$ cat src/rtl/mem_mon_pkg.sv
// rtl/mem_mon_pkg.sv - shared types and defaults for the memory bus monitor
package mem_mon_pkg;

  localparam int DEF_DATA_W     = 16;
  localparam int DEF_ADDR_W     = 16;
  localparam int DEF_FRAME_LEN  = 4;
  localparam int DEF_ADDR_SETUP = 2;
  localparam int DEF_CNT_W      = 8;

  localparam int ERR_FRAME_BIT = 0;
  localparam int ERR_ADDR_BIT  = 1;

  typedef enum logic [1:0] {
    ST_WARMUP = 2'd0,
    ST_RUN    = 2'd1,
    ST_FROZEN = 2'd2
  } mon_state_e;

  typedef logic [1:0] err_code_t;

  // Number of error events carried by one code (0, 1 or 2).
  function automatic logic [1:0] err_weight(input err_code_t code);
    return {1'b0, code[ERR_FRAME_BIT]} + {1'b0, code[ERR_ADDR_BIT]};
  endfunction

endpackage

$ cat src/rtl/mem_mon_delay_line.sv
// rtl/mem_mon_delay_line.sv - W x DEPTH shift register giving the address sampled DEPTH cycles ago
module mem_mon_delay_line #(
  parameter int W     = 16,
  parameter int DEPTH = 2
) (
  input  logic         i_clk,
  input  logic         i_rst_n,
  input  logic [W-1:0] i_d,
  output logic [W-1:0] o_q
);

  logic [W-1:0] r_sr [DEPTH];

  always_ff @(posedge i_clk or negedge i_rst_n) begin
    if (!i_rst_n) begin
      for (int k = 0; k < DEPTH; k++) r_sr[k] <= '0;
    end else begin
      r_sr[0] <= i_d;
      for (int k = 1; k < DEPTH; k++) r_sr[k] <= r_sr[k-1];
    end
  end

  assign o_q = r_sr[DEPTH-1];

endmodule

$ cat src/rtl/mem_bus_monitor.sv
// rtl/mem_bus_monitor.sv - frame and address-setup checker for a memory bus; MEM_MON_STICKY_EN makes o_err_code sticky
module mem_bus_monitor
  import mem_mon_pkg::*;
#(
  parameter int DATA_W     = DEF_DATA_W,
  parameter int ADDR_W     = DEF_ADDR_W,
  parameter int FRAME_LEN  = DEF_FRAME_LEN,
  parameter int ADDR_SETUP = DEF_ADDR_SETUP,
  parameter int CNT_W      = DEF_CNT_W
) (
  input  logic              i_clk,
  input  logic              i_rst_n,
  input  logic [DATA_W-1:0] i_memData,
  input  logic [ADDR_W-1:0] i_memAddr,
  input  logic              i_memWrEnable,
  input  logic              i_clr,
  output logic              o_err_valid,
  output logic [1:0]        o_err_code,
  output logic [CNT_W-1:0]  o_frame_cnt,
  output logic [CNT_W-1:0]  o_err_cnt,
  output logic [1:0]        o_state
);

  localparam int               ZW   = (FRAME_LEN > 2) ? $clog2(FRAME_LEN) : 1;
  localparam logic [ZW-1:0]    ZMAX = ZW'(FRAME_LEN - 1);
  localparam logic [CNT_W-1:0] CMAX = '1;

  mon_state_e       r_state;
  logic [ZW-1:0]    r_zrun;
  logic [3:0]       r_warm;
  logic             r_we_prev;
  logic             r_err_valid;
  err_code_t        r_err_code;
  logic [CNT_W-1:0] r_frame_cnt;
  logic [CNT_W-1:0] r_err_cnt;

  logic [ADDR_W-1:0] w_addr_dly;
  logic              w_active;
  logic              w_nonzero;
  err_code_t         w_err;
  logic [CNT_W:0]    w_err_sum;
  logic [CNT_W-1:0]  w_err_cnt_nxt;
  logic [CNT_W-1:0]  w_frame_cnt_nxt;
  logic [ZW-1:0]     w_zrun_nxt;

  mem_mon_delay_line #(
    .W     (ADDR_W),
    .DEPTH (ADDR_SETUP)
  ) u_addr_hist (
    .i_clk   (i_clk),
    .i_rst_n (i_rst_n),
    .i_d     (i_memAddr),
    .o_q     (w_addr_dly)
  );

  always_comb begin
    w_active  = (r_state != ST_FROZEN);
    w_nonzero = |i_memData;
    w_err     = '0;
    w_err[ERR_FRAME_BIT] = w_active && w_nonzero && (r_zrun < ZMAX);
    w_err[ERR_ADDR_BIT]  = (r_state == ST_RUN) && i_memWrEnable && !r_we_prev &&
                           (i_memAddr != w_addr_dly);
    w_err_sum       = {1'b0, r_err_cnt} + (CNT_W+1)'(err_weight(w_err));
    w_err_cnt_nxt   = w_err_sum[CNT_W] ? CMAX : w_err_sum[CNT_W-1:0];
    w_frame_cnt_nxt = (r_frame_cnt == CMAX) ? CMAX : r_frame_cnt + CNT_W'(1);
    if (w_nonzero)
      w_zrun_nxt = '0;
    else
      w_zrun_nxt = (r_zrun == ZMAX) ? ZMAX : r_zrun + ZW'(1);
  end

  // Write-enable history keeps sampling through clear and FROZEN.
  always_ff @(posedge i_clk or negedge i_rst_n) begin
    if (!i_rst_n) r_we_prev <= 1'b0;
    else          r_we_prev <= i_memWrEnable;
  end

  always_ff @(posedge i_clk or negedge i_rst_n) begin
    if (!i_rst_n) begin
      r_state     <= ST_WARMUP;
      r_zrun      <= ZMAX;
      r_warm      <= '0;
      r_err_valid <= 1'b0;
      r_err_code  <= '0;
      r_frame_cnt <= '0;
      r_err_cnt   <= '0;
    end else if (i_clr) begin
      r_state     <= ST_WARMUP;
      r_zrun      <= '0;
      r_warm      <= '0;
      r_err_valid <= 1'b0;
      r_err_code  <= '0;
      r_frame_cnt <= '0;
      r_err_cnt   <= '0;
    end else begin
      r_err_valid <= |w_err;
`ifdef MEM_MON_STICKY_EN
      r_err_code  <= r_err_code | w_err;
`else
      r_err_code  <= w_err;
`endif
      if (w_active) begin
        r_zrun    <= w_zrun_nxt;
        r_err_cnt <= w_err_cnt_nxt;
        if (w_nonzero && !w_err[ERR_FRAME_BIT]) r_frame_cnt <= w_frame_cnt_nxt;
      end
      case (r_state)
        ST_WARMUP: begin
          if (r_warm == 4'(ADDR_SETUP - 1)) begin
            r_state <= ST_RUN;
            r_warm  <= '0;
          end else begin
            r_warm <= r_warm + 4'd1;
          end
        end
        ST_RUN:    if (w_err_cnt_nxt == CMAX) r_state <= ST_FROZEN;
        default:   r_state <= r_state;
      endcase
    end
  end

  assign o_err_valid = r_err_valid;
  assign o_err_code  = r_err_code;
  assign o_frame_cnt = r_frame_cnt;
  assign o_err_cnt   = r_err_cnt;
  assign o_state     = r_state;

endmodule

$ cat config.mk
export PLATFORM = sky130hd
export DESIGN_NAME = mem_bus_monitor
export DESIGN_NICKNAME = d
export VERILOG_FILES = /design/src/rtl/mem_mon_pkg.sv /design/src/rtl/mem_mon_delay_line.sv /design/src/rtl/mem_bus_monitor.sv
export SDC_FILE = /design/constraint.sdc
export NUM_CORES = 1
export LEC_CHECK = 0
export CORE_ASPECT_RATIO = 0.5
export CORE_MARGIN = 3
export CORE_UTILIZATION = 35
export DETAILED_ROUTE_END_ITERATION = 10
export PLACE_DENSITY = 0.56
export SLEW_MARGIN = 10
export SYNTH_ARGS = -nofsm -noshare
export SYNTH_HDL_FRONTEND = slang
export SYNTH_HIERARCHICAL = 1
export SYNTH_SLANG_ARGS = --single-unit
$ cat constraint.sdc
create_clock -name i_clk -period 3.5 [get_ports i_clk]
set_input_delay 0.35 -clock i_clk [delete_from_list [all_inputs] [get_ports i_clk]]
set_output_delay 0.35 -clock i_clk [all_outputs]
set_load 0.005 [all_outputs]
==> impl_metrics.py, run 1 <==
metrics = {
    "status": {
        "status": "finished, final reports clean",
    },
    "place": {
        "dpl_cell_area_mm2": 0.00330,
        "routabilityCongestion": 0.800,
        "port_buffers": 56,
        "place_hpwl_mm": 4.17,
        "place_ws_ns": 0.109,
    },
    "routing": {
        "drt-vias-per-instance": 4.92,
        "ant_nets": 0,
        "first_pass_iters": 4,
        "finalWirelength_mm": 5.74,
        "drt_iter0_drc": 115,
        "wl_per_cell_um": 14.1,
        "drc": 0,
        "vias": 1996,
    },
    "finish": {
        "layout.cells.most_common_list": "58 x dfrtp_1, 55 x clkdlybuf4s50_1, 18 x nand2_1, 18 x nor2_1, 16 x xnor2_1",
        "final_common_cell": "dfrtp_1",
        "area_growth_pct": 31.7,
        "diodes": 0,
        "final_nets": 334,
        "drive_above_1_share": 0.114,
        "fin_area_mm2": 0.00361,
    },
    "worst_setup_path": {
        "cp-start-kind": "primary input",
        "critical_path.top_delay_family": "simple AND/OR/NAND/NOR gates",
        "worst_setup_path_end_kind": "flop",
        "crit_chain": "clkdlybuf4s50_1 > nor4_2 > a41oi_2 > nand2_1 > inv_1 > fa_1 > ha_1 > nand3_1 > o22ai_1 > or3_1 > a32o_1",
        "cp_num_buf_inv": 2,
        "crit_path_max_fanout": 7,
        "critical_path_class": "primary input to flop",
        "slowest_stage": "fa_1",
        "slowest_delay_ns": 0.47,
        "worstPathArrival_ns": 3.28,
        "required_ns": 3.71,
    },
    "logic_synthesis": {
        "synthTopCellsByArea": "dfrtp_1 53%, xnor2_1 5.1%, buf_4 4.6%",
        "synth_xor_xnor_area_share": 0.0510,
        "synthAdderAreaFrac": 0.0255,
        "yosys.area_share.simple": 0.196,
        "syn_area_per_cell_um2": 11.2,
        "synth-edff-count": 0,
        "syn_inst": 246,
        "synth_top_family_by_area": "simple AND/OR/NAND/NOR gates",
        "ys.flop_type": "dfrtp_1",
        "synthArstFlopShare": 1.00,
        "synth_compound_area_frac": 0.103,
        "ys_seq_area_frac": 0.548,
        "ys_ff_latch": 60,
        "synthesis.nets": 287,
        "muxShareOfSynthArea": 0.0109,
        "synth_top_area_share": 0.529,
        "synth_largest_area_cell": "dfrtp_1",
        "ys_types": 50,
        "yosys_warnings": 6,
        "synth_area_mm2": 0.00275,
    },
    "power": {
        "peakVddDrop_mv": 0.373,
        "finalPower_uw": 1910,
        "power_leakage_uw": 0.00143,
        "power.density_mw_per_mm2": 527,
    },
    "timing": {
        "max-slew-margin-rel": 0.483,
        "fmax_mhz": 326,
        "hold_violations": 0,
        "fin_skew_ns": 0.00464,
        "layout_setup_ws_ns": 0.430,
        "tightestPinTransition_ns": 0.773,
        "fin_tns_setup_ns": 0,
        "finalMaxSlewViolations": 0,
        "hold_ws_ns": 0.0399,
        "setup_viol": 0,
        "rsz0062_at_grt": "false",
        "period_needed_ns": 3.07,
        "period_share": 0.877,
    },
    "clock_network": {
        "numCtsBuffers": 9,
        "cts_tree": "done",
        "hold_buffers": 0,
        "clk_path_buf_depth": 2,
        "post_cts_buffers": 0,
        "htreeDepth": 3,
        "insertion_delay_ns": 0.33,
        "clk_pin_slew_ns": 0.05,
        "clock-sinks": 60,
        "cts-root-buf": "clkbuf_16",
        "cts_resized": 0,
    },
    "die": {
        "dieHeight_um": 68.6,
        "rows": 22,
        "num_io_pins": 57,
        "core_mm2": 0.00746,
        "dieArea_mm2": 0.00901,
        "die_x_um": 131,
        "start_util": 0.368,
    },
    "global_route": {
        "grtUsageTotal": 0.140,
        "grt_max_degree": 35,
        "grt_overflow": 0,
        "antenna_found_initial": 0,
        "grt_pass1_wl_mm": 9.91,
        "grt_pass1_vias": 2001,
    },
    "flow_run": {
        "drv_cap": 0,
    },
    "min_path": {
        "hold_class": "primary input to async pin",
    },
}
-- cell type report --
| type | instances | area [µm²] |
|---|---|---|
| clock buffer | 11 | 253 |
| clock inverter | 5 | 60.1 |
| fill | 678 | 3840 |
| inverter | 5 | 18.8 |
| multi-input combinational | 157 | 1060 |
| sequential | 60 | 1500 |
| tap | 108 | 135 |
| timing repair buffer | 60 | 586 |
-- Yosys cell counts, drive strengths merged (4+ instances only) --
cell type / n
dfrtp: 58
buf: 20
nand2: 18
nor2: 18
xnor2: 16
a21oi: 11
nand3: 9
nor3: 9
nand4: 8
o21ai: 8
nor4: 7
a31oi: 5
inv: 5
clkbuf: 4
ha: 4
-- worst register-to-register path: stages, from the launching register on --
cell	delay, ns
dfrtp_1	0.37
xnor2_1	0.17
nand4_1	0.11
nor4_1	0.33
buf_4	0.18
nor2_1	0.05
fa_1	0.44
ha_1	0.30
nand3_1	0.19
o22ai_1	0.12
or3_1	0.34
a32o_1	0.23
-- sequential cells by signal, indices dropped and copies added (netlist names) --
signal and cells:
u_addr_hist/o_q 16, u_addr_hist/r_sr 16, o_err_cnt 8, o_frame_cnt 8, r_warm 4, o_err_code 2, o_state 2, r_zrun 2
o_err_valid 1, r_we_prev 1
-- metal layers --
metal | GRT usage | share of wire | vias up
met1 | 0.176 | 0.48 | 971
met4 | 0.0353 | 0.0077 | 0
met3 | 0.0609 | 0.070 | 5
met5 | 0 | 0 | -
met2 | 0.226 | 0.44 | 54
li1 | - | - | 966
-- power by group --
group	switching, µW	leakage, µW	internal, µW	total [µW]
logic	104	0.000543	119	223
clock network	309	0.000140	589	898
registers	44.2	0.000745	740	785
total	457	0.00143	1450	1910
-- worst paths after layout --
path	endpoint	startpoint	depth (start not counted)	slack, ns
min in group i_clk	u_addr_hist/o_q[5]	u_addr_hist/r_sr[21]	0	0.35
max in group asynchronous	u_addr_hist/o_q[1]	i_rst_n	2	2.58
setup reg to reg	o_state[1]	u_addr_hist/o_q[13]	11	0.56
hold reg to reg	u_addr_hist/o_q[5]	u_addr_hist/r_sr[21]	0	0.35
setup / recovery	o_state[1]	i_memData[14]	11	0.43
hold / removal	o_err_cnt[5]	i_rst_n	1	0.04
-- stage by stage --
step                       util  std cells
after global routing      0.485        406
after global placement    0.443        390
final                     0.485        406
after floorplan               -        246
after detailed placement  0.443        390
after CTS                 0.485        406
-- cell families (layout without fill, tap and decap cells) --
| kind of cell | count (synthesis) | in the layout |
|---|---|---|
| AO/OA/AOI/OAI | 41 | 41 |
| XOR/XNOR | 16 | 16 |
| adder cells (fa/ha/maj) | 5 | 5 |
| buffers and inverters | 29 | 81 |
| flip-flops | 60 | 60 |
| multiplexers | 3 | 3 |
| AND/OR/NAND/NOR | 92 | 92 |
Note: power is estimated with default switching activity, not from simulation.
==> inputs of run 2 (changes only) <==
Clock period 3.5 ns to 2.9 ns, I/O delays scaled along.
==> impl_metrics.py, run 2 (synthesized netlist as in run 1, its figures left out) <==
metrics = {
    "place": {
        "dp.cells": 402,
        "dpl_cell_area_mm2": 0.00339,
        "port_buffers": 56,
        "place_hpwl_mm": 4.23,
        "routabilityCongestion": 0.811,
    },
    "worst_setup_path": {
        "cp.depth": 12,
        "startpoint": "i_memAddr[6]",
        "slowest_delay_ns": 0.51,
        "worstPathArrival_ns": 2.98,
        "cp_num_buf_inv": 2,
        "r2r-start": "u_addr_hist/o_q[9]",
        "crit_chain": "clkdlybuf4s50_1 > xnor2_1 > nand4_1 > nor4_2 > buf_4 > nor2_1 > fa_1 > ha_4 > nand4b_1 > o22ai_1 > or3_1 > a32o_1",
        "worst_setup_path_end_kind": "flop",
        "crit_path_max_fanout": 3,
        "regToRegSetupSlack_ns": 0.20,
        "required_ns": 3.12,
        "worstReg2RegEnd": "o_state[1]",
        "cp-start-kind": "primary input",
        "r2r_cells": 11,
        "critical_path.top_delay_family": "simple AND/OR/NAND/NOR gates",
        "critical_path_class": "primary input to flop",
        "slowest_stage": "clkdlybuf4s50_1",
    },
    "clock_network": {
        "clock-sinks": 60,
        "htreeDepth": 3,
        "post_cts_buffers": 0,
        "numCtsBuffers": 9,
        "insertion_delay_ns": 0.33,
        "cts-root-buf": "clkbuf_16",
        "clk_pin_slew_ns": 0.05,
        "hold_buffers": 0,
        "clk_path_buf_depth": 2,
        "cts_tree": "done",
    },
    "global_route": {
        "grtUsageTotal": 0.141,
        "grt_overflow": 0,
        "grt_pass1_wl_mm": 9.77,
        "grt_max_degree": 42,
        "antenna_found_initial": 0,
        "grt_pass1_vias": 1939,
    },
    "finish": {
        "final_common_cell": "dfrtp_1",
        "layout.cells.most_common_list": "58 x dfrtp_1, 55 x clkdlybuf4s50_1, 18 x nand2_1, 18 x nor2_1",
        "area_growth_pct": 39.2,
        "num-fill-cells": 682,
        "drive_above_1_share": 0.152,
        "utilization": 0.512,
        "fin_area_mm2": 0.00382,
        "final_nets": 346,
        "multi_input_area_mm2": 0.00111,
        "instances_no_fill": 417,
        "seq_area_mm2": 0.00150,
        "diodes": 0,
    },
    "routing": {
        "first_pass_iters": 4,
        "ant_nets": 0,
        "finalWirelength_mm": 5.96,
        "vias": 2061,
        "drc": 0,
        "drt_iter0_drc": 154,
        "drt-vias-per-instance": 4.94,
        "wl_per_cell_um": 14.3,
    },
    "timing": {
        "rsz0062_at_grt": "true",
        "hold_ws_ns": 0.106,
        "finalMaxSlewViolations": 0,
        "hold_violations": 0,
        "fmax_mhz": 361,
        "tightestPinTransition_ns": 0.941,
        "setup_viol": 0,
        "max-slew-margin-rel": 0.373,
        "period_share": 0.954,
        "period_needed_ns": 2.77,
        "fin_skew_ns": 0.00352,
    },
    "die": {
        "start_util": 0.368,
        "dieHeight_um": 68.6,
        "dieArea_mm2": 0.00901,
        "die_x_um": 131,
        "num_io_pins": 57,
        "rows": 22,
        "core_mm2": 0.00746,
    },
    "min_path": {
        "hold_class": "primary input to async pin",
    },
    "power": {
        "finalPower_uw": 2590,
        "power_leakage_uw": 0.00154,
        "power.density_mw_per_mm2": 678,
        "peakVddDrop_mv": 0.406,
    },
    "flow_run": {
        "drv_cap": 0,
    },
    "status": {
        "status": "finished, final reports clean",
    },
}
## run 2: changes by cell type in the layout (fill, tap and decap cells not counted), moves of 3 or more
| cell | delta |
|---|---|
| clkinvlp_4 | -4 |
| bufinv_16 | +3 |
| buf_4 | +12 |
| nor4_2 | -3 |
| nor4_4 | +4 |
## run 2: worst register-to-register path, cell delays in order, from the launching register on
cell	delay (ns)
dfrtp_1	0.37
xnor2_1	0.16
nand4_1	0.13
nor4_2	0.28
buf_4	0.15
nor2_1	0.04
fa_1	0.44
ha_4	0.25
nand4b_1	0.10
o22ai_1	0.09
or3_1	0.34
a32o_1	0.23
## run 2: timing repair
action / in CTS / in global routing
pin swaps: 0 / 1
setup endpoints to repair: 1 / 2
gates resized for setup: 1 / 6
## run 2: metrics by stage
step,setup TNS [ns],setup WS [ns]
after floorplan,0,0.127
after detailed placement,-0.635,-0.295
final,0,0.132
after global placement,-0.463,-0.253
after global routing,-0.0108,-0.0108
after CTS,0,0.0324
## run 2: worst max-delay path by stage
stage | to | slack [ns]
after floorplan | o_state[1] | 0.13
after global placement | o_state[1] | -0.25
after detailed placement | o_state[1] | -0.29
after CTS | o_state[1] | 0.03
after global routing | o_state[0] | -0.01
final | o_state[1] | 0.13
## run 2: per-layer routing
metal	vias to the layer above	part of all wire	routed length (µm)	global-route usage
met5	-	0	0	0
li1	987	-	-	-
met3	9	0.071	423	0.0630
met1	997	0.48	2850	0.179
met4	0	0.014	85	0.0510
met2	68	0.44	2600	0.218
## run 2: report_power, final
part,leakage [µW],switching (µW),total [µW],internal (µW)
clock,0.000182,362,1330,967
sequential,0.000745,47.3,941,894
combinational,0.000609,147,319,171
## run 2: area by class of cell
type                    count  area share
well taps                 108      0.0354
clock buffers              11      0.0662
multi-input cells         157       0.292
repair buffers             72       0.177
inverters                   5     0.00491
clock inverters             4      0.0314
flip-flops and latches     60       0.394
